[src/rtl/uart_rx_frame_sr.sv]
// UART receive frame shifter.
// Deserialises one LSB-first frame (data, optional parity, one or two stop
// bits) under control of an external bit-sample strobe. At the end of the
// frame it registers the data word and the parity/framing flags together,
// and pulses frame_done for one cycle.
module uart_rx_frame_sr #(
    parameter int DATA_BITS  = 8,
    parameter int PARITY_EN  = 1,
    parameter int PARITY_ODD = 0,
    parameter int STOP_BITS  = 1
) (
    input  logic                 clk,
    input  logic                 rst,
    input  logic                 start,
    input  logic                 shift_enable,
    input  logic                 serial_in,
    output logic [DATA_BITS-1:0] packet_data,
    output logic                 parity_error,
    output logic                 framing_error,
    output logic                 frame_done,
    output logic                 busy
);

    localparam int FRAME_LEN = DATA_BITS + PARITY_EN + STOP_BITS;
    localparam int CNT_W     = $clog2(FRAME_LEN + 1);

    localparam logic [CNT_W-1:0] LAST_DATA = CNT_W'(DATA_BITS - 1);
    localparam logic [CNT_W-1:0] LAST_BIT  = CNT_W'(FRAME_LEN - 1);

    typedef enum logic [1:0] {
        S_IDLE,
        S_DATA,
        S_PARITY,
        S_STOP
    } state_t;

    state_t               r_state;
    state_t               w_next_state;

    logic [CNT_W-1:0]     r_cnt;
    logic [DATA_BITS-1:0] r_shift;
    logic                 r_par_bit;
    logic                 r_frame_err;

    logic [DATA_BITS-1:0] r_packet;
    logic                 r_parity_error;
    logic                 r_framing_error;
    logic                 r_frame_done;

    // Per-cycle control decoded from the state and the strobes.
    logic                 w_clear;
    logic                 w_shift;
    logic                 w_par_cap;
    logic                 w_stop;
    logic                 w_commit;
    logic                 w_par_exp;
    logic                 w_par_err;

    // Expected parity over the received word; only meaningful when parity is on.
    assign w_par_exp = (^r_shift) ^ (PARITY_ODD != 0);
    assign w_par_err = (PARITY_EN != 0) && (r_par_bit != w_par_exp);

    // State register.
    // NOTE: sequential state uses non-blocking (<=) so every flop samples pre-edge values.
    always_ff @(posedge clk) begin
        if (rst) begin
            r_state <= S_IDLE;
        end else begin
            r_state <= w_next_state;
        end
    end

    // Next-state and control decode; start overrides any sample in the same cycle.
    // NOTE: every output of this block gets a default first so no latch can be inferred.
    always_comb begin
        w_next_state = r_state;
        w_clear      = 1'b0;
        w_shift      = 1'b0;
        w_par_cap    = 1'b0;
        w_stop       = 1'b0;
        w_commit     = 1'b0;
        if (start) begin
            w_next_state = S_DATA;
            w_clear      = 1'b1;
        end else begin
            unique case (r_state)
                S_IDLE: begin
                end
                S_DATA: begin
                    if (shift_enable) begin
                        w_shift = 1'b1;
                        if (r_cnt == LAST_DATA) begin
                            w_next_state = (PARITY_EN != 0) ? S_PARITY : S_STOP;
                        end
                    end
                end
                S_PARITY: begin
                    if (shift_enable) begin
                        w_par_cap    = 1'b1;
                        w_next_state = S_STOP;
                    end
                end
                S_STOP: begin
                    if (shift_enable) begin
                        w_stop = 1'b1;
                        if (r_cnt == LAST_BIT) begin
                            w_commit     = 1'b1;
                            w_next_state = S_IDLE;
                        end
                    end
                end
                default: w_next_state = S_IDLE;
            endcase
        end
    end

    // Frame datapath: bit counter, shift register, captured parity and stop flags,
    // and the committed output registers.
    always_ff @(posedge clk) begin
        if (rst) begin
            r_cnt           <= '0;
            r_shift         <= '0;
            r_par_bit       <= 1'b0;
            r_frame_err     <= 1'b0;
            r_packet        <= '0;
            r_parity_error  <= 1'b0;
            r_framing_error <= 1'b0;
            r_frame_done    <= 1'b0;
        end else begin
            r_frame_done <= w_commit;
            if (w_clear) begin
                r_cnt       <= '0;
                r_shift     <= '0;
                r_par_bit   <= 1'b0;
                r_frame_err <= 1'b0;
            end else begin
                if (w_shift || w_par_cap || w_stop) begin
                    r_cnt <= r_cnt + CNT_W'(1);
                end
                if (w_shift) begin
                    r_shift <= {serial_in, r_shift[DATA_BITS-1:1]};
                end
                if (w_par_cap) begin
                    r_par_bit <= serial_in;
                end
                if (w_stop && !serial_in) begin
                    r_frame_err <= 1'b1;
                end
            end
            // The final stop sample is folded in directly since it is not yet registered.
            if (w_commit) begin
                r_packet        <= r_shift;
                r_parity_error  <= w_par_err;
                r_framing_error <= r_frame_err | ~serial_in;
            end
        end
    end

    assign packet_data   = r_packet;
    assign parity_error  = r_parity_error;
    assign framing_error = r_framing_error;
    assign frame_done    = r_frame_done;
    assign busy          = (r_state != S_IDLE);

endmodule

[config.mk]
export PLATFORM = sky130hd
export DESIGN_NAME = uart_rx_frame_sr
export DESIGN_NICKNAME = d
export VERILOG_FILES = /design/src/rtl/uart_rx_frame_sr.sv
export SDC_FILE = /design/constraint.sdc
export NUM_CORES = 1
export LEC_CHECK = 0
export ABC_AREA = 1
export BUFFER_PORTS_ARGS = -buffer_cell sky130_fd_sc_hd__buf_4
export CORE_UTILIZATION = 30
export DETAILED_ROUTE_END_ITERATION = 12
export GPL_ROUTABILITY_DRIVEN = 1
export HOLD_SLACK_MARGIN = 0.15
export PLACE_DENSITY_LB_ADDON = 0.15
export SYNTH_ARGS = -nofsm -noshare
export SYNTH_HDL_FRONTEND = slang
export SYNTH_SLANG_ARGS = --single-unit
export TNS_END_PERCENT = 10
[constraint.sdc]
create_clock -name clk -period 1.3 [get_ports clk]
set_input_delay 0.195 -clock clk [delete_from_list [all_inputs] [get_ports clk]]
set_output_delay 0.195 -clock clk [all_outputs]
set_load 0.02 [all_outputs]
After elaboration in Yosys (flattened, before gate mapping)
Cells that the tools add are included.
- bits of input ports: 5
- output and inout bits: 12
- bits in registers: 27
- logic and storage cells: 60
- add/subtract/negate cells: 1
- equal/unequal tests: 16
- reductions and logical operators: 12
- muxes and demuxes: 19
- bitwise gates (word level): 2
- operators by type and width (operator ; number):
    3-bit != test, second input constant ; 5
    1-bit two-way mux ; 13
    6-bit AND reduction ; 2
    2-bit two-way mux ; 5
    2-bit != test, second input constant ; 5
    8-bit XOR reduction ; 1
    2-bit one-hot mux with 3 select lines ; 1
    4-bit by 1-bit adder with 4-bit output, second input constant ; 1
    2-bit == test, second input constant ; 2
    4-bit by 3-bit == test with 1-bit output, second input constant ; 1
    4-bit == test, second input constant ; 1
    4-bit nonzero test ; 1
    2-bit OR reduction ; 2
    3-bit nonzero test ; 1
    2-bit by 1-bit == test with 1-bit output, second input constant ; 1
    1-bit logical OR ; 2
    2-bit nonzero test ; 1
    1-bit logical AND ; 1
    1-bit logical NOT ; 1
    1-bit != test ; 1
    1-bit inverter ; 1
    1-bit OR ; 1

Logic depth before layout (Yosys ltp)
Gate-level depths: netlist (run 1).
- depth after elaboration: 5
- depth in mapped cells: 10
- mapped depth without buffers: 10

Worst setup path after synthesis (run 1)
Ideal clock, no wire load.
- path kind: reg2reg
- start point: reg r_cnt[1]
- end point: reg r_framing_error (netlist: framing_error)
- slack: 0.063 ns
- buffers on the path: 1
- setup time: 0.118 ns
- data required time: 1.182 ns
- stages on the path, launching flop included: 10
- clock period less this slack: 1.237 ns
- data arrival time: 1.119 ns
- cells stage by stage: dfxtp_1 -> inv_1 -> ha_1 -> nand2_1 -> nor2_1 -> nand2_2 -> clkinv_2 -> buf_6 -> o21ai_1 -> nor2_1
- longest elaborated chain between the ends: 5
- ends and longest elaborated chain (element ; line ; text):
    start, declared ; 40 ; logic [CNT_W-1:0] r_cnt;
    start signal, assigned ; 138 ; r_cnt <= r_cnt + CNT_W'(1);
    4-bit == test ; 106 ; if (r_cnt == LAST_BIT) begin
    1-bit two-way mux ; 106 ;
    1-bit two-way mux ; 104 ; if (shift_enable) begin
    1-bit two-way mux ; 86 ; unique case (r_state)
    1-bit two-way mux ; 82 ; if (start) begin
    end signal, assigned ; 154 ; r_framing_error <= r_frame_err | ~serial_in;
    end, declared ; 47 ; logic r_framing_error;
Every way passes these cells.
A chain may end at the register's enable or synchronous reset.

Worst setup path after layout (run 1)
- start point: reg r_cnt[1]
- end point: reg r_parity_error (netlist: parity_error)
- longest elaborated chain between the ends: 5
- ends and longest elaborated chain (element ; line ; text):
    4-bit == test ; 106 ;
    1-bit two-way mux ; 106 ;
    1-bit two-way mux ; 104 ;
    1-bit two-way mux ; 86 ;
    1-bit two-way mux ; 82 ;
    end signal, assigned ; 153 ; r_parity_error <= w_par_err;
    end, declared ; 46 ; logic r_parity_error;
Every way passes these cells.

==> results.py, run 1 <==
metrics = {
    "setup_path": {
        "path_cells": "inv_1 -> ha_1 -> nand2_1 -> nor2_2 -> nand2_2 -> clkinv_2 -> o21ai_2 -> nor2_1",
        "reg2reg_slack_ns": 0.07,
        "critical_path_class": "register to register",
        "cp.depth": 8,
        "worst_r2r_endpoint": "parity_error",
        "path_max_fanout": 9,
        "arrival_ns": 1.41,
        "cp.required_ns": 1.48,
        "max_stage_delay_ns": 0.34,
        "ff2ff_path_depth": 8,
        "crit_path_end_kind": "register",
        "timing.rr.start": "r_cnt[1]",
        "cp-start-kind": "register",
        "path_delay_family": "flip-flops",
        "critPathBufInv": 2,
        "critical_path.slowest_cell": "dfxtp_1",
    },
    "clocking": {
        "ctsLongestPathBuffers": 2,
        "htree_levels": 1,
        "clk_latency_ns": 0.27,
        "cts_tree": "done",
        "cts_buffers": 3,
        "cts_root_buf": "clkbuf_8",
        "cts_sinks": 27,
        "path_clk_slew_ns": 0.09,
    },
    "cells_and_area": {
        "stdcell_count": 244,
        "final_layout_size_suffix_gt1_share_pct": 23.47,
        "seq_area_sq_um": 543.0,
        "area_delta_synth_final_pct": 27.41,
        "final_cell_mix": "nand2_1 (38), dfxtp_1 (25), buf_4 (25)",
        "finalNetCount": 204,
        "antenna_cells": 0,
        "n_fill_cell": 412,
        "multiInputGateArea_sq_um": 564.3,
        "layout_commonest_cell": "nand2_1",
    },
    "sta": {
        "tightestPinTransition_ns": 0.2943,
        "min_period_ns": 1.232,
        "rsz0062_at_grt": "true",
        "fin_skew_ns": 0.006509,
        "hold_violations": 0,
        "max_freq_mhz": 811.5,
        "slew_headroom_pct": 80.36,
        "finalMaxSlewViolations": 0,
        "report.final.setup_viol": 0,
        "period_share_pct": 94.79,
    },
    "power": {
        "p_int_uw": 1095,
        "p_sw_share_pct": 23.20,
        "seqPwrFrac_pct": 59.2,
        "switchingPower_uw": 330.7,
        "finalPower_uw": 1425,
        "power_density_nw_per_um2": 946.2,
        "combPwrFrac_pct": 7.6,
        "vdd_ir_drop_max_v": 0.0005149,
        "p_leak_uw": 0.0006940,
        "clockPowerShare_pct": 33.2,
    },
    "drt": {
        "via_per_inst": 4.643,
        "wl_mm": 2.662,
        "vias": 1133,
        "drtPass1Iterations": 4,
        "antenna_left": 0,
        "drt_iter0_drc": 38,
        "routedWlPerCell_um": 10.91,
        "drc_errors": 0,
    },
    "placed_design": {
        "placedCellCount": 237,
        "io_buffers": 16,
        "dpl.hpwl_mm": 1.980,
        "place_congestion": 0.8166,
    },
    "synthesis": {
        "yosysUniqueCellTypes": 20,
        "synth_xor_area_share_pct": 0,
        "synth_top_family_by_area": "simple AND/OR/NAND/NOR gates",
        "synth_simple_gate_area_share_pct": 23.07,
        "synthAdderAreaFrac_pct": 2.116,
        "postSynthAreaPerCell_sq_um": 7.080,
        "synth_fp_nets": 174,
        "yosys_warnings": 0,
        "ys_ff_latch": 27,
        "synth.mux.area_fraction_pct": 0,
        "netlist_instances": 167,
        "yosysSeqAreaShare_pct": 45.71,
        "synth_compound_area_share_pct": 20.95,
        "synthesis.area_sq_um": 1182,
    },
    "global_route": {
        "overflow": 0,
        "grt_max_degree": 19,
        "grt_usage_pct": 13.67,
        "grt_pass1_wl_mm": 4.464,
        "grt_pass1_vias": 1071,
        "antenna_found_initial": 0,
    },
    "floorplanning": {
        "io-pin-count": 17,
        "dieWidth_um": 64.78,
        "start_util_pct": 31.82,
        "rows": 22,
        "core_sq_um": 3716,
        "die_h_um": 64.78,
        "fp.dieArea_sq_um": 4196,
    },
    "worst_hold_path": {
        "whs_path_depth": 3,
        "whs_endpoint": "r_par_bit",
        "hp-class": "input pin to register",
        "worstHoldStart": "serial_in",
    },
    "run_status": {
        "status": "completed",
    },
    "run": {
        "drv_cap": 0,
    },
}
power groups by stage:
stage                     clock network, uW  registers, uW  logic (uW)
final                                   474            843         108
after global routing                    535            845         122
after CTS                               501            842         107
after detailed placement                  0            862         102
after global placement                    0            861        99.5
after floorplan                           0            860        59.2
kinds of logic after synthesis:
logic type	Yosys count
flip-flops	27
buffers and inverters	23
AO/OA/AOI/OAI	48
adder cells (fa/ha/maj)	2
AND/OR/NAND/NOR	67
through the flow:
step	hold WS, ns	area, sq um	setup WS [ns]	util [%]	TNS (ns)
4_1_cts	0.1854	1480	0.02780	39.83	0
3_5_place_dp	0.4033	1410	-0.02556	37.95	-0.03205
3_3_place_gp	0.4014	1410	0.02789	37.95	0
2_1_floorplan	0.2674	1182	0.06263	-	0
6_report	0.2021	1506	0.06772	40.54	0
5_1_grt	0.2057	1506	-0.03273	40.54	-0.09614
flip-flops by register name (all words and copies together) (netlist names):
| name | cells |
|---|---|
| r_cnt | 4 |
| r_state | 2 |
| r_par_bit | 1 |
| framing_error | 1 |
| frame_done | 1 |
| packet_data | 8 |
| r_shift | 8 |
| parity_error | 1 |
| r_frame_err | 1 |
worst min-delay path, stage by stage:
cell	delay, ns
buf_4	0.08
inv_1	0.05
a21oi_1	0.11
Yosys cell counts:
cell type,number,area [sq um]
buf_6,1,11.26
clkinv_2,1,5.000
o21ai_1,1,5.000
nor4_1,1,6.260
clkbuf_1,1,3.750
and3_1,2,12.51
nor2_2,1,6.260
inv_1,19,71.32
nor3_1,1,5.000
o21ai_0,22,110.1
nand2_2,2,12.51
ha_1,2,25.02
nand2_1,38,142.6
nor2_1,18,67.56
o21ai_2,1,8.760
dfxtp_1,27,540.5
buf_2,1,5.000
o221ai_1,1,8.760
a21oi_1,23,115.1
nand3_1,4,20.02
routing by layer:
metal | track usage (%) | routed length [um] | vias to the layer above
met2 | 26.43 | 1404 | 12
met4 | 3.333 | 20 | 0
met3 | 3.697 | 82 | 2
met5 | 0 | 0 | -
met1 | 14.29 | 1155 | 516
li1 | - | - | 603
how the worst max path moves through the flow:
stage | end | from
floorplan | framing_error | r_cnt[1]
global placement | packet_data[3] | r_cnt[1]
detailed placement | packet_data[3] | r_cnt[1]
CTS | framing_error | r_cnt[1]
global route | framing_error | r_cnt[1]
finish | parity_error | r_cnt[1]
repair_timing:
action                                  CTS  global route
resized for setup                         1            16
cloned                                    0             1
buffers inserted                          0             0
pin swaps                                 0             1
hold buffers                              2             0
hold endpoints to repair                  3             0
endpoints found under the setup margin    7            14
final cells by class:
class                   count  share of cell area (%)
clock buffers               3                   2.741
clock inverters             1                  0.3322
inverters                  20                   5.316
multi-input cells         117                   37.46
flip-flops and latches     27                   36.05
well taps                  48                   3.987
repair buffers             27                   13.79
repair inverters            1                  0.3322
Power figures use the tool's default switching activity.
==> run 2, diff against run 1 <==
ABC_CLOCK_PERIOD_IN_PS = 1300   (was not set)
BUFFER_PORTS_ARGS = -buffer_cell sky130_fd_sc_hd__clkbuf_2   (was -buffer_cell sky130_fd_sc_hd__buf_4)
==> run 2 against run 1 <==
Count of clock-buffer cells in the layout stayed put. Non-clock buffer count unchanged. Sequential cell count did not move. Worst hold slack got worse by 0.034 ns. Cell count down 0.41%. Critical path depth unchanged. Critical endpoint is now packet_data[6]. Largest cell class unchanged. Highest routed layer unchanged.
==> results.py, run 2 (synthesis gave the netlist of run 1 again) <==
metrics = {
    "placed_design": {
        "place_congestion": 0.8076,
        "place_ws_ns": -0.02588,
        "placed_area_sq_um": 1385,
        "io_buffers": 16,
        "dpl.hpwl_mm": 2.027,
    },
    "sta": {
        "fin_skew_ns": 0.009833,
        "min_period_ns": 1.222,
        "max_freq_mhz": 818.7,
        "report.final.setup_viol": 0,
        "fin_hold_ws_ns": 0.1685,
        "tightestPinTransition_ns": 0.2723,
        "finalSetupTns_ns": 0,
        "hold_violations": 0,
        "finalMaxSlewViolations": 0,
        "rsz0062_at_grt": "true",
        "slew_headroom_pct": 81.83,
        "fin_ws_ns": 0.07850,
        "period_share_pct": 93.96,
    },
    "run_status": {
        "status": "completed",
    },
    "global_route": {
        "grt_max_degree": 19,
        "grt_pass1_vias": 1086,
        "antenna_found_initial": 0,
        "grt_pass1_wl_mm": 4.381,
        "overflow": 0,
        "grt_usage_pct": 13.41,
    },
    "drt": {
        "drc_errors": 0,
        "via_per_inst": 4.737,
        "wl_mm": 2.622,
        "drtPass1Iterations": 4,
        "drt_iter0_drc": 102,
        "vias": 1151,
        "antenna_left": 0,
        "routedWlPerCell_um": 10.79,
    },
    "cells_and_area": {
        "area_delta_synth_final_pct": 24.02,
        "final_layout_size_suffix_gt1_share_pct": 26.67,
        "final_cell_mix": "nand2_1 (38), dfxtp_1 (24), a21oi_1 (22)",
        "finalNetCount": 203,
        "layout_commonest_cell": "nand2_1",
        "final_cell_area_sq_um": 1466,
        "antenna_cells": 0,
    },
    "floorplanning": {
        "rows": 22,
        "start_util_pct": 31.82,
        "fp.dieArea_sq_um": 4196,
        "core_sq_um": 3716,
        "io-pin-count": 17,
        "dieWidth_um": 64.78,
        "die_h_um": 64.78,
    },
    "clocking": {
        "cts_sinks": 27,
        "cts_setup_buffers": 0,
        "path_clk_slew_ns": 0.10,
        "cts_resized": 2,
        "cts_buffers": 3,
        "cts_root_buf": "clkbuf_8",
        "cts_tree": "done",
        "cts_hold_buf": 0,
        "ctsLongestPathBuffers": 2,
        "clk_latency_ns": 0.27,
        "htree_levels": 1,
    },
    "setup_path": {
        "cp.required_ns": 1.47,
        "critical_path_class": "register to register",
        "crit_path_end_kind": "register",
        "critPathBufInv": 2,
        "cp-start-kind": "register",
        "max_stage_delay_ns": 0.34,
        "path_delay_family": "flip-flops",
        "critical_path.slowest_cell": "dfxtp_1",
        "path_cells": "inv_1 -> ha_1 -> nand2_1 -> nor2_2 -> nand2_2 -> clkinv_4 -> o21ai_0 -> a21oi_1",
        "path_max_fanout": 18,
        "arrival_ns": 1.40,
    },
    "power": {
        "power_density_nw_per_um2": 977.9,
        "p_leak_uw": 0.0006749,
        "finalPower_uw": 1434,
        "vdd_ir_drop_max_v": 0.0005027,
    },
    "worst_hold_path": {
        "hp-class": "input pin to register",
    },
    "run": {
        "drv_cap": 0,
    },
}
==> run 2: final timing paths <==
| path | startpoint | to | slack, ns | depth (start not counted) |
|---|---|---|---|---|
| worst max-delay path | r_cnt[1] | packet_data[6] | 0.08 | 8 |
| worst min-delay path | rst | r_state[0] | 0.17 | 2 |
| worst max register to register | r_cnt[1] | packet_data[6] | 0.08 | 8 |
| worst min register to register | packet_data[0] | packet_data[0] | 0.49 | 2 |
==> run 2: worst reg2reg max path, delay by kind of cell (launching register included) <==
family / cells / cell delay [ns]
buffers and inverters: 2 / 0.17
adder cells (fa/ha/maj): 1 / 0.17
flip-flops: 1 / 0.34
AND/OR/NAND/NOR: 3 / 0.22
AO/OA/AOI/OAI: 2 / 0.24
==> run 2: power by group <==
part	internal [uW]	switching [uW]
combinational	42.2	65.0
clock	217	266
sequential	835	8.87
==> run 2: metrics by stage <==
step	std cells	util, %
detailed placement	239	37.27
global route	243	39.46
finish	243	39.46
floorplan	167	-
global placement	239	37.27
CTS	243	38.75
==> run 2: cell type report <==
class | count | area (sq um)
fill | 413 | 2250
multi-input combinational | 117 | 570.5
sequential | 27 | 544.3
timing repair buffer | 27 | 162.7
inverter | 20 | 80.08
tap | 48 | 60.06
clock buffer | 3 | 41.29
clock inverter | 1 | 7.507
==> run 2: layer usage <==
layer | vias up | wire [um] | global-route usage [%]
li1 | 598 | - | -
met1 | 537 | 1117 | 13.95
met2 | 12 | 1408 | 25.52
met3 | 4 | 61 | 4.225
met4 | 0 | 35 | 3.333
met5 | - | 0 | 0
==> run 3, diff against run 2 <==
REMOVE_ABC_BUFFERS = 1   (was not set)
==> run 3 against run 2 <==
Fmax is 1.9% lower. Total power is 0.11% lower. Worst hold slack got worse by 0.018 ns. Core utilization increased by 1.1 points. Routed wire length grew 8.4%. First-iteration DRC count is 37% lower. Critical path type unchanged.
==> results.py, run 3 (synthesis gave the netlist of run 1 again) <==
metrics = {
    "run_status": {
        "status": "completed",
    },
    "floorplanning": {
        "fp.dieArea_sq_um": 4196,
        "dieWidth_um": 64.78,
        "core_sq_um": 3716,
        "io-pin-count": 17,
        "start_util_pct": 31.82,
        "rows": 22,
        "die_h_um": 64.78,
    },
    "placed_design": {
        "place_congestion": 0.7601,
        "placedCellCount": 236,
        "dpl.hpwl_mm": 1.822,
        "place_ws_ns": -0.03328,
        "io_buffers": 16,
    },
    "setup_path": {
        "critical_path.slowest_cell": "dfxtp_2",
        "cp-start-kind": "register",
        "path_max_fanout": 6,
        "path_delay_family": "simple AND/OR/NAND/NOR gates",
        "timing.rr.start": "r_cnt[1]",
        "critical_path_class": "register to register",
        "worst_r2r_endpoint": "framing_error",
        "max_stage_delay_ns": 0.33,
        "ff2ff_path_depth": 9,
        "cp.required_ns": 1.52,
        "critPathBufInv": 3,
        "path_cells": "inv_1 -> ha_2 -> nand2_2 -> nor2_4 -> nand2_4 -> inv_8 -> buf_8 -> o21ai_1 -> nor2_1",
        "reg2reg_slack_ns": 0.06,
        "crit_path_end_kind": "register",
        "arrival_ns": 1.46,
    },
    "worst_hold_path": {
        "worstHoldStart": "rst",
        "whs_path_depth": 2,
        "hp-class": "input pin to register",
        "whs_endpoint": "r_state[0]",
    },
    "cells_and_area": {
        "area_delta_synth_final_pct": 27.62,
        "antenna_cells": 0,
        "stdcell_count": 244,
        "finalNetCount": 204,
        "n_fill_cell": 405,
        "final_layout_size_suffix_gt1_share_pct": 25.00,
        "final_cell_mix": "nand2_1 (36), a21oi_1 (23), dfxtp_1 (23)",
        "layout_commonest_cell": "nand2_1",
    },
    "sta": {
        "tightestPinTransition_ns": 0.3011,
        "hold_violations": 0,
        "report.final.setup_viol": 0,
        "slew_headroom_pct": 79.91,
        "fin_skew_ns": 0.005013,
        "rsz0062_at_grt": "true",
        "finalMaxSlewViolations": 0,
        "period_share_pct": 95.74,
        "finalSetupTns_ns": 0,
        "max_freq_mhz": 803.4,
        "fin_hold_ws_ns": 0.1506,
        "fin_ws_ns": 0.05532,
        "min_period_ns": 1.245,
    },
    "global_route": {
        "grt_pass1_wl_mm": 4.140,
        "grt_max_degree": 19,
        "antenna_found_initial": 0,
        "overflow": 0,
        "grt_usage_pct": 13.05,
        "grt_pass1_vias": 950,
    },
    "drt": {
        "via_per_inst": 4.602,
        "drtPass1Iterations": 4,
        "drt_iter0_drc": 64,
        "wl_mm": 2.842,
        "vias": 1123,
        "antenna_left": 0,
        "routedWlPerCell_um": 11.65,
        "drc_errors": 0,
    },
    "power": {
        "p_leak_uw": 0.0007053,
        "finalPower_uw": 1432,
        "power_density_nw_per_um2": 949.3,
        "vdd_ir_drop_max_v": 0.0003571,
    },
    "clocking": {
        "path_clk_slew_ns": 0.09,
        "cts_sinks": 27,
        "htree_levels": 1,
        "ctsLongestPathBuffers": 2,
        "cts_buffers": 3,
        "cts_root_buf": "clkbuf_8",
        "cts_hold_buf": 0,
        "clk_latency_ns": 0.28,
        "cts_tree": "done",
    },
    "run": {
        "drv_cap": 0,
    },
}
run 3: power by group:
group | internal [uW] | switching, uW | total, uW
registers | 835 | 8.68 | 844
clock network | 220 | 270 | 490
logic | 35.4 | 63.4 | 98.8
total | 1090 | 342 | 1430
run 3: worst register-to-register path, cell delays in order (launching register included):
cell and delay (ns):
dfxtp_2 0.33, inv_1 0.05, ha_2 0.16, nand2_2 0.06, nor2_4 0.14, nand2_4 0.10
inv_8 0.10, buf_8 0.11, o21ai_1 0.06, nor2_1 0.09
run 3: repair_timing:
item                                    CTS  global route
endpoints found under the setup margin    8            14
setup buffers                             0             2
gates resized for setup                   1            22
cloned                                    0             2
pin swaps                                 0             3
run 3: area by class of cell:
| class | count | area, sq um | share of cell area, % |
|---|---|---|---|
| Clock buffer | 4 | 45.04 | 2.985 |
| Inverter | 20 | 82.58 | 5.473 |
| Multi-Input combinational cell | 117 | 581.8 | 38.56 |
| Sequential cell | 27 | 545.5 | 36.15 |
| Tap cell | 48 | 60.06 | 3.980 |
| Timing Repair Buffer | 27 | 187.7 | 12.44 |
| Timing Repair inverter | 1 | 6.256 | 0.4146 |
run 3: worst max-delay path by stage:
| stage | cells past startpoint | endpoint | start | slack [ns] |
|---|---|---|---|---|
| detailed placement | 8 | packet_data[4] | r_cnt[1] | -0.03 |
| CTS | 8 | r_state[0] | r_cnt[1] | 0.01 |
| finish | 9 | framing_error | r_cnt[1] | 0.06 |
| global placement | 8 | packet_data[3] | r_cnt[1] | 0.02 |
| floorplan | 8 | parity_error | r_cnt[0] | 0.06 |
| global route | 10 | parity_error | r_shift[4] | -0.05 |
run 3: metal layers:
metal,vias to the layer above,wire (um),GRT usage (%)
li1,597,-,-
met3,5,107,2.113
met4,0,51,7.500
met2,22,1243,19.92
met1,499,1439,17.22
met5,-,0,0
run 3: stage by stage:
stage,utilization (%),instance area (sq um)
final,40.61,1509
after global routing,40.61,1509
after CTS,37.98,1411
after detailed placement,36.67,1363
after global placement,36.67,1363
after floorplan,-,1162
